## config.mk

```make
export PLATFORM = sky130hd
export DESIGN_NAME = thresholding_cfg_loader
export DESIGN_NICKNAME = d
export VERILOG_FILES = /design/src/rtl/thresholding_cfg_loader.sv
export SDC_FILE = /design/constraint.sdc
export NUM_CORES = 1
export LEC_CHECK = 0
export BUFFER_PORTS_ARGS = -buffer_cell sky130_fd_sc_hd__buf_2
export CAP_MARGIN = 20
export CELL_PAD_IN_SITES_DETAIL_PLACEMENT = 1
export CELL_PAD_IN_SITES_GLOBAL_PLACEMENT = 2
export CORE_AREA = 8 8 133 135
export CTS_BUF_LIST = sky130_fd_sc_hd__clkbuf_16
export DETAILED_ROUTE_END_ITERATION = 10
export DIE_AREA = 0 0 141 143
export PLACE_DENSITY = 0.81
export SLEW_MARGIN = 10
export SYNTH_ARGS = -nofsm -noshare
export SYNTH_HDL_FRONTEND = slang
export SYNTH_SLANG_ARGS = --single-unit
```

## constraint.sdc

```tcl
create_clock -name clk -period 4.3 [get_ports clk]
set_input_delay 0.43 -clock clk [delete_from_list [all_inputs] [get_ports clk]]
set_output_delay 0.43 -clock clk [all_outputs]
set_load 0.005 [all_outputs]
```

## src/rtl/thresholding_cfg_loader.sv

```systemverilog
// Loads threshold words from a stream into every channel's threshold slots of a
// thresholding block, or reads them back and checks them against a re-stream.
module thresholding_cfg_loader #(
  parameter int N        = 4,
  parameter int K        = 8,
  parameter int C        = 4,
  parameter int PE       = 2,
  parameter int RB_DEPTH = N + 2
) (
  input  logic                                  clk,
  input  logic                                  rst_n,
  input  logic                                  start,
  input  logic                                  mode,
  input  logic                                  s_tvalid,
  output logic                                  s_tready,
  input  logic [K-1:0]                          s_tdata,
  output logic                                  cfg_en,
  output logic                                  cfg_we,
  output logic [$clog2(C/PE)+$clog2(PE)+N-1:0]  cfg_a,
  output logic [K-1:0]                          cfg_d,
  input  logic                                  cfg_rack,
  input  logic [K-1:0]                          cfg_q,
  output logic                                  busy,
  output logic                                  done,
  output logic                                  err,
  output logic [15:0]                           err_cnt,
  output logic [$clog2(C/PE)+$clog2(PE)+N-1:0]  err_addr
);
  localparam int PEB  = $clog2(PE);
  localparam int GB   = $clog2(C / PE);
  localparam int AW   = GB + PEB + N;
  localparam int PEW  = (PEB > 0) ? PEB : 1;
  localparam int GW   = (GB > 0) ? GB : 1;
  localparam int PW   = (RB_DEPTH > 1) ? $clog2(RB_DEPTH) : 1;
  localparam int CW   = $clog2(RB_DEPTH + 1);
  localparam int EW   = AW + K;
  localparam int IMAX = (2 ** N) - 2;

  if ((C % PE) != 0) begin : g_pe_check
    $error("thresholding_cfg_loader: C must be a multiple of PE");
  end

  typedef enum logic [1:0] {IDLE, RUN, DRAIN} state_t;

  state_t            state_q, state_d;
  logic              mode_q, mode_d;
  logic              last_q, last_d;
  logic [N-1:0]      i_q, i_d;
  logic [PEW-1:0]    pe_q, pe_d;
  logic [GW-1:0]     grp_q, grp_d;
  logic              cfg_en_q, cfg_en_d;
  logic              cfg_we_q, cfg_we_d;
  logic [AW-1:0]     cfg_a_q, cfg_a_d;
  logic [K-1:0]      cfg_d_q, cfg_d_d;
  logic              err_q, err_d;
  logic [15:0]       err_cnt_q, err_cnt_d;
  logic [AW-1:0]     err_addr_q, err_addr_d;
  logic [PW-1:0]     wr_ptr_q, wr_ptr_d, rd_ptr_q, rd_ptr_d;
  logic [CW-1:0]     cnt_q, cnt_d;

  logic [EW-1:0]     fifo_mem [RB_DEPTH];
  logic [AW-1:0]     addr, head_addr;
  logic [K-1:0]      head_data;
  logic              accept, push, pop;

  // Unused zero-valued fields simply OR in nothing when PE or C/PE is 1.
  assign addr = AW'(i_q) | (AW'(pe_q) << N) | (AW'(grp_q) << (N + PEB));
  assign {head_addr, head_data} = fifo_mem[rd_ptr_q];

  assign pop      = cfg_rack && (cnt_q != '0);
  assign s_tready = (state_q == RUN) && !last_q &&
                    (!mode_q || (cnt_q < CW'(RB_DEPTH)) || pop);
  assign accept   = s_tvalid && s_tready;
  assign push     = accept && mode_q;

  always_comb begin
    state_d    = state_q;
    mode_d     = mode_q;
    last_d     = last_q;
    i_d        = i_q;
    pe_d       = pe_q;
    grp_d      = grp_q;
    err_d      = err_q;
    err_cnt_d  = err_cnt_q;
    err_addr_d = err_addr_q;
    wr_ptr_d   = wr_ptr_q;
    rd_ptr_d   = rd_ptr_q;
    cnt_d      = cnt_q + CW'(push) - CW'(pop);
    cfg_en_d   = accept;
    cfg_we_d   = accept && !mode_q;
    cfg_a_d    = accept ? addr : '0;
    cfg_d_d    = (accept && !mode_q) ? s_tdata : '0;

    if (push) wr_ptr_d = (wr_ptr_q == PW'(RB_DEPTH - 1)) ? '0 : wr_ptr_q + PW'(1);
    if (pop)  rd_ptr_d = (rd_ptr_q == PW'(RB_DEPTH - 1)) ? '0 : rd_ptr_q + PW'(1);

    // A readback nobody asked for is a protocol error, not a data mismatch.
    if (cfg_rack) begin
      if (!mode_q || (cnt_q == '0)) begin
        err_d = 1'b1;
      end else if (cfg_q != head_data) begin
        err_d = 1'b1;
        if (err_cnt_q != 16'hFFFF) err_cnt_d = err_cnt_q + 16'd1;
        if (err_cnt_q == 16'd0)    err_addr_d = head_addr;
      end
    end

    if (accept) begin
      if (i_q == N'(IMAX)) begin
        i_d = '0;
        if (pe_q == PEW'(PE - 1)) begin
          pe_d  = '0;
          grp_d = grp_q + GW'(1);
          if (grp_q == GW'(C / PE - 1)) last_d = 1'b1;
        end else begin
          pe_d = pe_q + PEW'(1);
        end
      end else begin
        i_d = i_q + N'(1);
      end
    end

    case (state_q)
      IDLE: begin
        if (start) begin
          state_d    = RUN;
          mode_d     = mode;
          last_d     = 1'b0;
          i_d        = '0;
          pe_d       = '0;
          grp_d      = '0;
          err_d      = 1'b0;
          err_cnt_d  = '0;
          err_addr_d = '0;
        end
      end
      RUN:     if (last_q) state_d = DRAIN;
      DRAIN:   if (cnt_q == '0) state_d = IDLE;
      default: state_d = IDLE;
    endcase
  end

  always_ff @(posedge clk or negedge rst_n) begin
    if (!rst_n) begin
      state_q    <= IDLE;
      mode_q     <= 1'b0;
      last_q     <= 1'b0;
      i_q        <= '0;
      pe_q       <= '0;
      grp_q      <= '0;
      cfg_en_q   <= 1'b0;
      cfg_we_q   <= 1'b0;
      cfg_a_q    <= '0;
      cfg_d_q    <= '0;
      err_q      <= 1'b0;
      err_cnt_q  <= '0;
      err_addr_q <= '0;
      wr_ptr_q   <= '0;
      rd_ptr_q   <= '0;
      cnt_q      <= '0;
    end else begin
      state_q    <= state_d;
      mode_q     <= mode_d;
      last_q     <= last_d;
      i_q        <= i_d;
      pe_q       <= pe_d;
      grp_q      <= grp_d;
      cfg_en_q   <= cfg_en_d;
      cfg_we_q   <= cfg_we_d;
      cfg_a_q    <= cfg_a_d;
      cfg_d_q    <= cfg_d_d;
      err_q      <= err_d;
      err_cnt_q  <= err_cnt_d;
      err_addr_q <= err_addr_d;
      wr_ptr_q   <= wr_ptr_d;
      rd_ptr_q   <= rd_ptr_d;
      cnt_q      <= cnt_d;
    end
  end

  // Each expected entry carries its address so a mismatch can be located.
  always_ff @(posedge clk) begin
    if (push) fifo_mem[wr_ptr_q] <= {addr, s_tdata};
  end

  assign cfg_en   = cfg_en_q;
  assign cfg_we   = cfg_we_q;
  assign cfg_a    = cfg_a_q;
  assign cfg_d    = cfg_d_q;
  assign busy     = (state_q != IDLE);
  assign done     = (state_q == DRAIN) && (cnt_q == '0);
  assign err      = err_q;
  assign err_cnt  = err_cnt_q;
  assign err_addr = err_addr_q;

endmodule
```

==> summary.json <==
{
  "yosys_warnings": 0,
  "proportion_of_layout_cells_with_a_drive_suffix_above_1_pct": 20.4,
  "maxSlewHeadroom_pct": 35.9,
  "synth.ff_latch_count": 142,
  "nFillCells": 1615,
  "n_antenna_cell": 0,
  "root_buffer": "clkbuf_16",
  "max_slew.worst_pin.slew_ns": 0.961,
  "leakagePower_nw": 3.08,
  "finalNetCount": 564,
  "p_total_mw": 4.29,
  "core_area_um2": 15600,
  "reg2reg_to": "err_addr[4]",
  "die_height_um": 143,
  "final_cell_area_um2": 7260,
  "achievable_frequency_mhz": 304,
  "routed_antenna_nets": 0,
  "ys_seq_area_share_pct": 63.9,
  "grt_overflow_total": 0,
  "report.final.slew_viol_count": 0,
  "cp_data_required_time_ns": 4.64,
  "num_io_pins": 64,
  "worstHoldPathType": "input pin to register",
  "synth_cells": 466,
  "share_of_the_clock_period_used_by_the_worst_path_pct": 76.6,
  "antenna_found_initial": 0,
  "initial_drt_pass_iterations": 4,
  "hold_path.startpoint": "mode",
  "tritoncts": "built",
  "vias_per_cell": 5.30,
  "die_area_um2": 20200,
  "io_buffer_count": 63,
  "synthArstFlopShare_pct": 40.8,
  "rsz0062_at_grt": "false",
  "synth.avg_cell_area_um2": 13.3,
  "detailedRoute.firstIterationViolations": 229,
  "clkLatencyLatePin_ns": 0.43,
  "crit_fanout": 15,
  "worst_ep_arrival_time_ns": 3.63,
  "path_clk_slew_ns": 0.06,
  "wire_per_inst_um": 20.4,
  "irDropWorstVdd_uv": 297,
  "outcome": "complete, no violations",
  "numCtsBuffers": 17,
  "worst_setup_path_start_kind": "register",
  "syn_area_um2": 6220,
  "h_tree_depth_reported_by_cts": 4,
  "drc_errors": 0,
  "synth-edff-count": 84,
  "r2r.worst_path.cells": 8,
  "synth_flop_cell": "edfxtp_1",
  "post-dp-hpwl_um": 10600,
  "routed_wl_um": 15600,
  "syn-num-nets": 494,
  "reg2reg_slack_ns": 1.01,
  "finalWorstPathRequiredPeriod_ns": 3.29,
  "area.growth.synth_to_final_pct": 16.8,
  "yosys.cell_types.count": 54,
  "via_count_of_the_first_global_routing_pass": 4410,
  "grt_usage_pct": 16.1,
  "finClkSkew_ns": 0.00892,
  "final_hold_viol_count": 0,
  "worst_hold_path.endpoint": "mode_q",
  "globalplace.congestion": 0.790,
  "cp-end-kind": "register",
  "largest_net_degree_at_the_start_of_global_routing": 42,
  "numClockSinks": 142,
  "worst_r2r_startpoint": "rd_ptr_q[1]",
  "num_vias": 4052,
  "clock_tree_buf_depth": 2,
  "finalSetupViolations": 0,
  "power.density_nw_per_um2": 591,
  "cp_class": "register to register",
  "die_x_um": 141,
  "final.setup.tns_ns": 0,
  "start_util_pct": 39.9,
  "hold_path_depth": 3,
  "core_rows": 46,
  "wire_length_of_the_first_global_routing_pass_um": 24600,
  "placedInstanceArea_um2": 6760,
  "timing.max_cap.violations": 0
}
[where the power goes]
part           total [mW]  switching [mW]  internal (mW)
Combinational        1.08           0.584          0.497
Sequential           1.97           0.273           1.69
Clock                1.24           0.535          0.710
Total                4.29            1.39           2.90
[critical path: stages, from the launching register on]
cell,delay [ns]
dfrtp_1,0.74
buf_4,0.38
mux2i_1,0.29
xor2_1,0.20
a222oi_1,0.11
a21oi_1,0.30
o2111a_1,0.51
or3_1,0.42
mux2i_1,0.26
[metal layers]
layer / track usage, % / part of all wire, %
met1: 19.0 / 42
met4: 6.17 / 1.7
met2: 28.1 / 52
met5: 0 / 0
met3: 3.87 / 4.4
[flip-flops by register name, summed over array words and instances, names as in the netlist, 2 cells and up]
register / cells
cfg_a: 6
cfg_d: 8
cnt_q: 3
err_addr: 6
err_cnt: 16
fifo_mem: 84
i_q: 4
rd_ptr_q: 3
state_q: 2
wr_ptr_q: 3
[timing repair]
action | in CTS | in global routing
hold buffers | 1 | 0
endpoints found under the hold margin | 17 | 0
buffers inserted | 0 | 0
resized for setup | 0 | 0
[cell families after synthesis]
family,Yosys count,share of synthesized area (%)
compound gates,58,6.82
xor+xnor,27,3.80
fa+ha+maj,6,1.33
buf+inv,32,2.74
flops,142,63.9
mux,45,8.47
simple gates,156,12.9
[synthesized netlist by cell type (5+ instances only)]
master    count  area (um^2)
a21o_1        6         45.0
a21oi_1       8         40.0
and2_1       13         81.3
and3_1       17          106
clkbuf_1     11         41.3
dfrtp_1      58         1450
edfxtp_1     84         2520
ha_1          5         62.6
inv_1        10         37.5
mux2i_1      38          380
mux4_2        6          135
nand2_1      43          161
nand3_1      10         50.1
nand4_1      10         62.6
nor2_1       30          113
nor3_1        7         35.0
o211ai_1      8         60.1
o21ai_0       8         40.0
xor2_1       24          210
[worst max path at each step]
stage | from | to | slack (ns) | cells past startpoint
global route | rd_ptr_q[1] | err_addr[4] | 0.73 | 8
CTS | rd_ptr_q[1] | err_addr[4] | 0.98 | 8
global placement | rd_ptr_q[1] | err_cnt[14] | 1.15 | 8
floorplan | cnt_q[1] | fifo_mem[2][0] | 0.59 | 7
finish | rd_ptr_q[1] | err_addr[4] | 1.01 | 8
detailed placement | rd_ptr_q[1] | err_addr[5] | 0.99 | 8
[final cells by class]
type | instances | area, um^2 | share of cell area [%]
Sequential cell | 142 | 3970 | 54.7
Multi-Input combinational cell | 292 | 2100 | 28.9
Clock buffer | 17 | 425 | 5.86
Timing Repair Buffer | 73 | 393 | 5.41
Tap cell | 216 | 270 | 3.72
Clock inverter | 15 | 67.6 | 0.930
Inverter | 10 | 37.5 | 0.517
[metrics by stage]
step	setup slack, ns	util, %	hold WS [ns]	instances
final	1.01	46.6	0.204	765
after global routing	0.732	46.6	0.221	765
after CTS	0.975	46.6	0.191	765
after detailed placement	0.989	43.3	0.412	732
after global placement	1.15	43.3	0.408	732
after floorplan	0.591	-	0.134	466
[cells in the final DEF, fill, tap and decap left out, drive strengths merged, types with 10 or more instances in the layout]
cell type   n
nand2      43
clkinv     11
and3       17
edfxtp     84
nand3      10
and2       13
clkbuf     17
nor2       30
inv        14
xor2       24
buf        72
nand4      10
dfrtp      58
mux2i      38
No activity file was read; power rests on OpenSTA's default activity.
